$ cat config.mk
export PLATFORM = sky130hd
export DESIGN_NAME = split_ctrl
export DESIGN_NICKNAME = d
export VERILOG_FILES = /design/src/rtl/split_pkg.sv /design/src/rtl/split_core.sv /design/src/rtl/split_ctrl.sv
export SDC_FILE = /design/constraint.sdc
export NUM_CORES = 1
export LEC_CHECK = 0
export BUFFER_PORTS_ARGS = -buffer_cell sky130_fd_sc_hd__buf_2
export CAP_MARGIN = 20
export CORE_AREA = 5 5 82 84
export CTS_CLUSTER_SIZE = 10
export DETAILED_ROUTE_END_ITERATION = 7
export DIE_AREA = 0 0 87 89
export PLACE_DENSITY_LB_ADDON = 0.1
export SLEW_MARGIN = 20
export SYNTH_ARGS = -nofsm -noshare
export SYNTH_HDL_FRONTEND = slang
export SYNTH_SLANG_ARGS = --single-unit
export TNS_END_PERCENT = 1
$ cat constraint.sdc
create_clock -name clk -period 2.7 [get_ports clk]
set_clock_uncertainty 0.15 [all_clocks]
set_input_delay 0.135 -clock clk [delete_from_list [all_inputs] [get_ports clk]]
set_output_delay 0.135 -clock clk [all_outputs]
set_load 0.05 [all_outputs]
$ cat src/rtl/split_pkg.sv
// ============================================================================
//  split_pkg : shared state encoding for the split controller
//  Rev 1.0   : initial release
// ============================================================================
`default_nettype none

package split_pkg;

   typedef enum logic [1:0] {
      ST_IDLE     = 2'd0,
      ST_RUN      = 2'd1,
      ST_STOPPING = 2'd2
   } state_e;

endpackage : split_pkg

`default_nettype wire

$ cat src/rtl/split_core.sv
// ============================================================================
//  split_core : half-period counter and output toggle
//  Rev 1.0    : initial release
// ============================================================================
`default_nettype none

module split_core #(
   parameter int WIDTH = 8
) (
   input  logic             clk,
   input  logic             rst,
   input  logic             enable,
   input  logic             clear,
   input  logic [WIDTH-1:0] const_val,
   output logic             out,
   output logic [WIDTH-1:0] out_counter,
   output logic             tc,
   output logic             fall_tc
);

   logic [WIDTH-1:0] cnt_q, cnt_d;
   logic             out_q, out_d;

   // const_val arrives already substituted, so it is never zero here
   assign tc          = enable && (cnt_q == (const_val - WIDTH'(1)));
   assign fall_tc     = tc && out_q;
   assign out         = out_q;
   assign out_counter = cnt_q;

   always_comb begin
      cnt_d = cnt_q;
      out_d = out_q;
      if (clear) begin
         cnt_d = '0;
         out_d = 1'b0;
      end else if (tc) begin
         cnt_d = '0;
         out_d = !out_q;
      end else if (enable) begin
         cnt_d = cnt_q + WIDTH'(1);
      end
   end

   always_ff @(posedge clk or posedge rst) begin
      if (rst) begin
         cnt_q <= '0;
         out_q <= 1'b0;
      end else begin
         cnt_q <= cnt_d;
         out_q <= out_d;
      end
   end

endmodule : split_core

`default_nettype wire

$ cat src/rtl/split_ctrl.sv
// ============================================================================
//  split_ctrl : run-time controller for the divide-by-CONST toggle datapath
//  Rev 1.0    : initial release
// ============================================================================
`default_nettype none

module split_ctrl
   import split_pkg::*;
#(
   parameter int WIDTH     = 8,
   parameter int DEF_CONST = 10
) (
   input  logic             clk,
   input  logic             rst,
   input  logic             cfg_valid,
   output logic             cfg_ready,
   input  logic [WIDTH-1:0] cfg_const,
   input  logic [WIDTH-1:0] cfg_pulses,
   input  logic             start,
   input  logic             stop,
   output logic             busy,
   output logic             done,
   output logic             out,
   output logic [WIDTH-1:0] out_counter
);

   localparam logic [WIDTH-1:0] c_def_const = WIDTH'(DEF_CONST);

   state_e           state_q, state_d;
   logic [WIDTH-1:0] act_const_q, act_const_d;
   logic [WIDTH-1:0] act_pulses_q, act_pulses_d;
   logic             pend_vld_q, pend_vld_d;
   logic [WIDTH-1:0] pend_const_q, pend_const_d;
   logic [WIDTH-1:0] pend_pulses_q, pend_pulses_d;
   logic [WIDTH-1:0] period_q, period_d;
   logic             done_q, done_d;

   logic             xfer;
   logic [WIDTH-1:0] const_eff;
   logic             pulses_end;
   logic             tc;
   logic             fall_tc;

   assign cfg_ready  = !pend_vld_q;
   assign xfer       = cfg_valid && cfg_ready;
   assign const_eff  = (act_const_q == '0) ? WIDTH'(1) : act_const_q;
   assign pulses_end = (act_pulses_q != '0) && ((period_q + WIDTH'(1)) == act_pulses_q);
   assign busy       = (state_q != ST_IDLE);
   assign done       = done_q;

   split_core #(
      .WIDTH (WIDTH)
   ) u_core (
      .clk         (clk),
      .rst         (rst),
      .enable      (state_q != ST_IDLE),
      .clear       (state_q == ST_IDLE),
      .const_val   (const_eff),
      .out         (out),
      .out_counter (out_counter),
      .tc          (tc),
      .fall_tc     (fall_tc)
   );

   // A stop that lands on a falling TC is already on a period boundary,
   // so it finishes immediately instead of running one more period.
   always_comb begin
      state_d = state_q;
      done_d  = 1'b0;
      case (state_q)
         ST_IDLE: begin
            if (start) state_d = ST_RUN;
         end
         ST_RUN: begin
            if (fall_tc && (stop || pulses_end)) begin
               state_d = ST_IDLE;
               done_d  = 1'b1;
            end else if (stop) begin
               state_d = ST_STOPPING;
            end
         end
         ST_STOPPING: begin
            if (fall_tc) begin
               state_d = ST_IDLE;
               done_d  = 1'b1;
            end
         end
         default: state_d = ST_IDLE;
      endcase
   end

   always_comb begin
      act_const_d   = act_const_q;
      act_pulses_d  = act_pulses_q;
      pend_vld_d    = pend_vld_q;
      pend_const_d  = pend_const_q;
      pend_pulses_d = pend_pulses_q;
      period_d      = period_q;
      if (state_q == ST_IDLE) begin
         period_d = '0;
         if (xfer) begin
            act_const_d  = cfg_const;
            act_pulses_d = cfg_pulses;
         end
      end else begin
         if (fall_tc) period_d = period_q + WIDTH'(1);
         if (tc && pend_vld_q) begin
            act_const_d  = pend_const_q;
            act_pulses_d = pend_pulses_q;
            pend_vld_d   = 1'b0;
         end else if (xfer) begin
            pend_vld_d    = 1'b1;
            pend_const_d  = cfg_const;
            pend_pulses_d = cfg_pulses;
         end
      end
      if (state_d == ST_IDLE) pend_vld_d = 1'b0;
   end

   always_ff @(posedge clk or posedge rst) begin
      if (rst) begin
         state_q       <= ST_IDLE;
         act_const_q   <= c_def_const;
         act_pulses_q  <= '0;
         pend_vld_q    <= 1'b0;
         pend_const_q  <= '0;
         pend_pulses_q <= '0;
         period_q      <= '0;
         done_q        <= 1'b0;
      end else begin
         state_q       <= state_d;
         act_const_q   <= act_const_d;
         act_pulses_q  <= act_pulses_d;
         pend_vld_q    <= pend_vld_d;
         pend_const_q  <= pend_const_d;
         pend_pulses_q <= pend_pulses_d;
         period_q      <= period_d;
         done_q        <= done_d;
      end
   end

endmodule : split_ctrl

`default_nettype wire
== After elaboration in Yosys (flattened, before gate mapping) ==
Index checks and enable logic that the tools add are counted.

* Bits in registers: 53
* Bits of input ports: 21
* Output and inout port bits: 12
* Logic and storage cells: 69

* Add/sub/neg operators: 3
* Eq/ne operators: 6
* Multiplexer cells: 26
* Bitwise logic cells: 2
* Reductions and logical operators: 22

{| class="wikitable"
|+ Operators by type and width
! cell !! number
|-
| 2-to-1 mux 8 bit || 12
|-
| adder 8 x 1 -> 8 bit (second input constant) || 2
|-
| == test 8 bit || 2
|-
| logical NOT 8 bit || 1
|-
| 2-to-1 mux 1 bit || 8
|-
| 2-to-1 mux 2 bit || 4
|-
| nonzero test 2 bit || 4
|-
| nonzero test 8 bit || 1
|-
| subtractor 8 x 1 -> 8 bit (second input constant) || 1
|-
| logical AND 1 bit || 6
|-
| one-hot mux 2 bit (3 select lines) || 1
|-
| nonzero test 3 bit || 2
|-
| logical NOT 2 bit || 2
|-
| inequality test 2 bit (second input constant) || 2
|-
| AND reduction 2 bit || 2
|-
| AND reduction 3 bit || 1
|-
| == test 2 x 1 -> 1 bit (second input constant) || 1
|-
| == test 2 bit (second input constant) || 1
|-
| logical NOT 1 bit || 2
|-
| inverter 1 bit || 2
|-
| one-hot mux 1 bit (2 select lines) || 1
|-
| logical OR 1 bit || 1
|}

== Depth between registers and ports, before layout ==
* Word-level depth: 12
* Gate-level depth with buffers: 12

== By module ==
From an unflattened synthesis, not the netlist that was laid out.

* Cells, all modules: 321
* Area total of the unflattened synthesis: 3101.7 um^2

{| class="wikitable"
|+ Modules (own cells, without submodules)
! module !! instances !! cells an instance !! area each (um^2) !! seq. area each (um^2)
|-
| split_ctrl || 1 || 241 || 2404.8 || 1103.6
|-
| split_core || 1 || 80 || 696.9 || 225.2
|}

== Worst setup path after synthesis ==
No wires, ideal clock.

* Kind: reg2reg
* Start point: register act_const_q[2]
* End point: register act_const_q[7]
* Library setup time: 0.125 ns
* Data arrival time: 2.761 ns
* Required time: 2.425 ns
* Slack: -0.336 ns
* Cell stages (with the launch flop): 12
* Buffers on the path: 1
* Cell sequence: dfrtp_1 nor4_2 a21oi_1 ha_1 xor2_1 o211a_1 nand4_1 nor4_4 nand3_1 o21ai_2 buf_12 mux2_4

* Cells in the longest elaborated chain, start to end: 8

{| class="wikitable"
|+ Ends and longest elaborated chain
! element !! line !! RTL
|-
| start: declaration || split_ctrl.sv:30 || <nowiki>logic [WIDTH-1:0] act_const_q, act_const_d;</nowiki>
|-
| start signal: assignment || split_ctrl.sv:123 || <nowiki>act_const_q <= c_def_const;</nowiki>
|-
| start signal: assignment || split_ctrl.sv:132 || <nowiki>act_const_q <= act_const_d;</nowiki>
|-
| logical NOT 8 bit || split_ctrl.sv:46 || <nowiki>assign const_eff = (act_const_q == '0) ? WIDTH'(1) : act_const_q;</nowiki>
|-
| 2-to-1 mux 8 bit * || split_ctrl.sv:46 ||
|-
| subtractor 8 x 1 -> 8 bit * || split_core.sv:25 || <nowiki>assign tc = enable && (cnt_q == (const_val - WIDTH'(1)));</nowiki>
|-
| == test 8 bit * || split_core.sv:25 ||
|-
| logical AND 1 bit * || split_core.sv:25 ||
|-
| logical AND 1 bit * || split_ctrl.sv:107 || <nowiki>if (tc && pend_vld_q) begin</nowiki>
|-
| nonzero test 2 bit (no source line) * || -- ||
|-
| AND reduction 2 bit (no source line) * || -- ||
|}

Every way passes the cells marked *; elsewhere a longest branch is shown, timed or not.
A chain may end at the register's enable or synchronous reset.

== Worst setup path in the final report ==
* Start point: register act_const_q[2]
* End point: register act_const_q[5]

Same word-level chain as after synthesis.

==> results.md <==
- The share of total power dissipated in the clock network is 0.132.
- For this design the total switching power over the nets is 1.36 mW.
- Input and output buffers added on the ports amount to 32.
- Dividing the final minimum period by the clock period gives 1.09.
- From bottom edge to top edge, the die measures 89 um.
- The count of yosys warnings during synthesis is 0.
- The synthesized netlist occupies a cell area of 3040 um2.
- The final-report setup violation count is 27.
- The met1 global-route usage is 0.226.
- Of the total power, registers draw 0.356.
- The sequential-to-total area share from yosys stat is 0.438.
- At the placement stage, the worst setup path has a slack of -0.192 ns.
- The flow ran to the end, but the final reports show violations.
- After synthesis the netlist holds a flip-flop and latch count of 53.
- The floorplan has 28 rows.
- After the last flow step, the layout net total stands at 371.
- The synthesized area per cell is 11.1 um2.
- The via-per-instance ratio is 5.16.
- The routing usage on met2 is 0.273.
- The logic depth of the worst register-to-register path is 11.
- The floorplan step defined a die boundary enclosing 7740 um2.
- The first routing iteration left 46 violations.
- The first global-routing pass estimated 10200 um of wire.
- In this run the deepest clock path goes through 2 buffers.
- The setup path with the least slack is of type reg -> reg.
- The top cell types in the final layout, fill and taps aside, are dfrtp_1, mux2_2, buf_2, nor2_1, buf_4.
- The first-pass iteration count of the detailed router is 4.
- At the end of the flow the core is filled with cells to 0.642.
- The max-cap check violation count is 0.
- The global-route track usage on met3 is 0.0304.
- Across the VDD grid, the largest voltage drop is 0.546 mV.
- The path class of the tightest hold or removal check is in -> reg.
- Derived from the worst setup path, the maximum achievable clock frequency is 341 MHz.
- The CTS clock-pin slew for the worst setup and hold paths is 0.09 ns.
- The hold violation total from the final report is 0.
- The number of instances in the synthesized netlist is 274.
- The most critical setup path has its endpoint at act_const_q[5]$_DFFE_PP0P_.
- Setup repair after global routing could not meet its margin everywhere.
- The endpoint class of the critical path is a flip-flop.
- The routed design has 5970 um of wire.
- The clock network latency to the later pin of the worst-skew pair is 0.32 ns.
- Data arrives at the worst endpoint at 2.99 ns.
- At the pin with the least slew margin, the transition time is 0.661 ns.
- The H-tree was split into 2 levels.
- The max-slew violation count is 0.
- The number of global-route vias before repair is 2158.
- The checks that failed: negative setup slack.
- The leading cell type in the layout, fill and taps excluded is dfrtp_1.
- In this run the register-to-register setup slack is -0.23 ns.
- 33 I/O pins were placed.
- After routing the design area is 3760 um2.
- The leakage power summed over all cells is 1.69 nW.
- The cell chosen for the clock root is clkbuf_8.
- In the post-route analysis, the smallest setup slack over all paths is -0.232 ns.
- The internal power component is 2.32 mW.
- The launching element type of the critical path is a flip-flop.
- The overall die width is 87 um.
- TritonCTS built the clock tree.
- The share of total power dissipated in combinational logic is 0.512.
- Dividing the detail-routed wire length by the instance count gives 14.3 um.
- The number of inserted diodes is 0.
- The overall global routing resource usage is 0.168.
- The total power per unit cell area is 982 nW/um2.
- The number of nets handed over by synthesis was 302.
- Compared with the post-synthesis result, the final layout area differs by 23.7%.
- The critical-path maximum fanout is 16.
- The number of vias after detailed routing is 2162.
- In the routed design, unresolved DRC markers number 0.
- The proportion of layout cells with a drive suffix above 1 is 0.372.
- The startpoint of the lowest-slack register-to-register path is act_const_q[2]$_DFFE_PP0P_.
- The number of antenna violations at the first check in global routing came to 0.
- Entering global routing, the biggest net connects 54 pins.
- The most heavily used metal layer in global routing is met2.
- Summing all placed instances gives a cell area of 3440 um2.
- Detailed placement ended at an HPWL of 4140 um.
- The worst relative slew slack is 0.559.
- At the worst endpoint, the required time is 2.75 ns.
- Of the total power, the share spent switching nets is 0.370.
- The remaining antenna violation count is 0.
- In this run, CTS created clock tree buffers numbering 5.
- The global placement routability congestion is 0.828.
- The total congestion overflow is 0.
- The endpoint of the worst register-to-register path is act_const_q[5]$_DFFE_PP0P_.
- The count of cell types in the netlist is 45.
- The initial cell density of the core is 0.519.
- The origin of the worst setup path is act_const_q[2]$_DFFE_PP0P_.
- In this run the standard cell core region covers 5850 um2.
- The count of clock tree sinks is 53.
- Counting I/O delays and the setup requirement, the final critical path takes 2.93 ns.
[power groups by stage]
stage	Combinational, mW	Clock (mW)	Sequential [mW]
after floorplan	1.33	0	1.35
after global placement	1.79	0	1.31
after detailed placement	1.81	0	1.32
after CTS	1.87	0.510	1.30
after global routing	2.07	0.534	1.35
final	1.89	0.489	1.31
[cells in the mapped netlist (all sizes together)]
| cell | n | share of area |
|---|---|---|
| xnor2 | 16 | 0.046 |
| a311oi | 1 | 0.0029 |
| or4 | 1 | 0.0025 |
| nand2 | 8 | 0.0099 |
| or2 | 1 | 0.0021 |
| a31oi | 3 | 0.0062 |
| a211oi | 1 | 0.0025 |
| nor3 | 3 | 0.0049 |
| buf | 4 | 0.014 |
| o31a | 1 | 0.0029 |
| nor3b | 3 | 0.0074 |
| and2 | 1 | 0.0021 |
| dfrtp | 51 | 0.42 |
| o211a | 2 | 0.0066 |
| o21a | 2 | 0.0049 |
| a221o | 1 | 0.0033 |
| nand4 | 6 | 0.012 |
| and3 | 4 | 0.0087 |
| nor2b | 2 | 0.0041 |
| nor2 | 26 | 0.032 |
| o311a | 1 | 0.0033 |
| ha | 7 | 0.029 |
| or3 | 1 | 0.0021 |
| nand2b | 1 | 0.0021 |
| inv | 11 | 0.014 |
| or2b | 1 | 0.0029 |
| nand3 | 14 | 0.023 |
| o21ai | 4 | 0.0078 |
| or3b | 1 | 0.0029 |
| dfstp | 2 | 0.017 |
| a21oi | 9 | 0.015 |
| nor4b | 2 | 0.0058 |
| clkbuf | 9 | 0.011 |
| nand3b | 1 | 0.0025 |
| mux2i | 2 | 0.0066 |
| nor4 | 5 | 0.017 |
| mux2 | 48 | 0.19 |
| xor2 | 18 | 0.052 |
[flip-flops by register name, indices dropped and copies added (netlist names), 2 cells and up]
| signal | count |
|---|---|
| act_const_q | 8 |
| act_pulses_q | 8 |
| pend_const_q | 8 |
| pend_pulses_q | 8 |
| period_q | 8 |
| u_core.out_counter | 8 |
| state_q | 2 |
[kinds of logic (layout without fill, tap and decap cells)]
group | Yosys count | count (layout) | share of synthesized area
AND/OR/NAND/NOR | 81 | 81 | 0.145
multiplexers | 50 | 50 | 0.197
flip-flops | 53 | 53 | 0.438
AO/OA/AOI/OAI | 25 | 25 | 0.0552
XOR/XNOR | 34 | 34 | 0.0981
adder cells (fa/ha/maj) | 7 | 7 | 0.0289
buffers and inverters | 24 | 94 | 0.0383
[critical path, stage by stage, from the launching register on]
cell and delay, ns:
dfrtp_1 0.41, nor4_4 0.29, a21oi_2 0.10, ha_1 0.30, xor2_1 0.17, o211a_1 0.16
nand4_1 0.12, nor4_4 0.33, nand3_2 0.15, o21ai_4 0.10, buf_12 0.19, mux2_2 0.34
[layer usage]
layer	part of all wire	up-vias
li1	-	1095
met1	0.49	1041
met2	0.47	20
met3	0.026	6
met4	0.013	0
met5	0	-
[layout make-up]
type | instances | area, um2
clock buffers | 6 | 82.6
clock inverters | 2 | 16.3
fillers | 483 | 2090
inverters | 11 | 41.3
multi-input cells | 197 | 1650
flip-flops and latches | 53 | 1330
well taps | 75 | 93.8
repair buffers | 75 | 538
[worst min-delay path by stage]
stage,from,to,depth (start not counted)
CTS,cfg_valid,pend_vld_q$_DFFE_PP0P_,4
detailed placement,rst,state_q[1]$_DFF_PP0_,3
finish,cfg_valid,pend_vld_q$_DFFE_PP0P_,4
floorplan,cfg_const[3],pend_const_q[3]$_DFFE_PP0P_,1
global placement,rst,pend_vld_q$_DFFE_PP0P_,3
global route,cfg_valid,pend_vld_q$_DFFE_PP0P_,4
[metrics by stage]
| stage | std cells | setup TNS [ns] | hold slack (ns) | total power, mW |
|---|---|---|---|---|
| floorplan | 274 | -2.46 | 0.137 | 2.68 |
| global placement | 394 | -1.12 | 0.211 | 3.09 |
| detailed placement | 394 | -2.76 | 0.212 | 3.12 |
| CTS | 419 | -3.13 | 0.0868 | 3.67 |
| global route | 419 | -10.34 | 0.144 | 3.96 |
| finish | 419 | -4.01 | 0.0993 | 3.69 |
[timing repair]
action | 4_1_cts | 5_1_grt
setup endpoints to repair | 25 | 37
buffers inserted | 0 | 0
hold buffers | 17 | 0
pin swaps | 0 | 3
hold endpoints to repair | 68 | 0
resized for setup | 4 | 6
(Power assumes the default switching activity.)
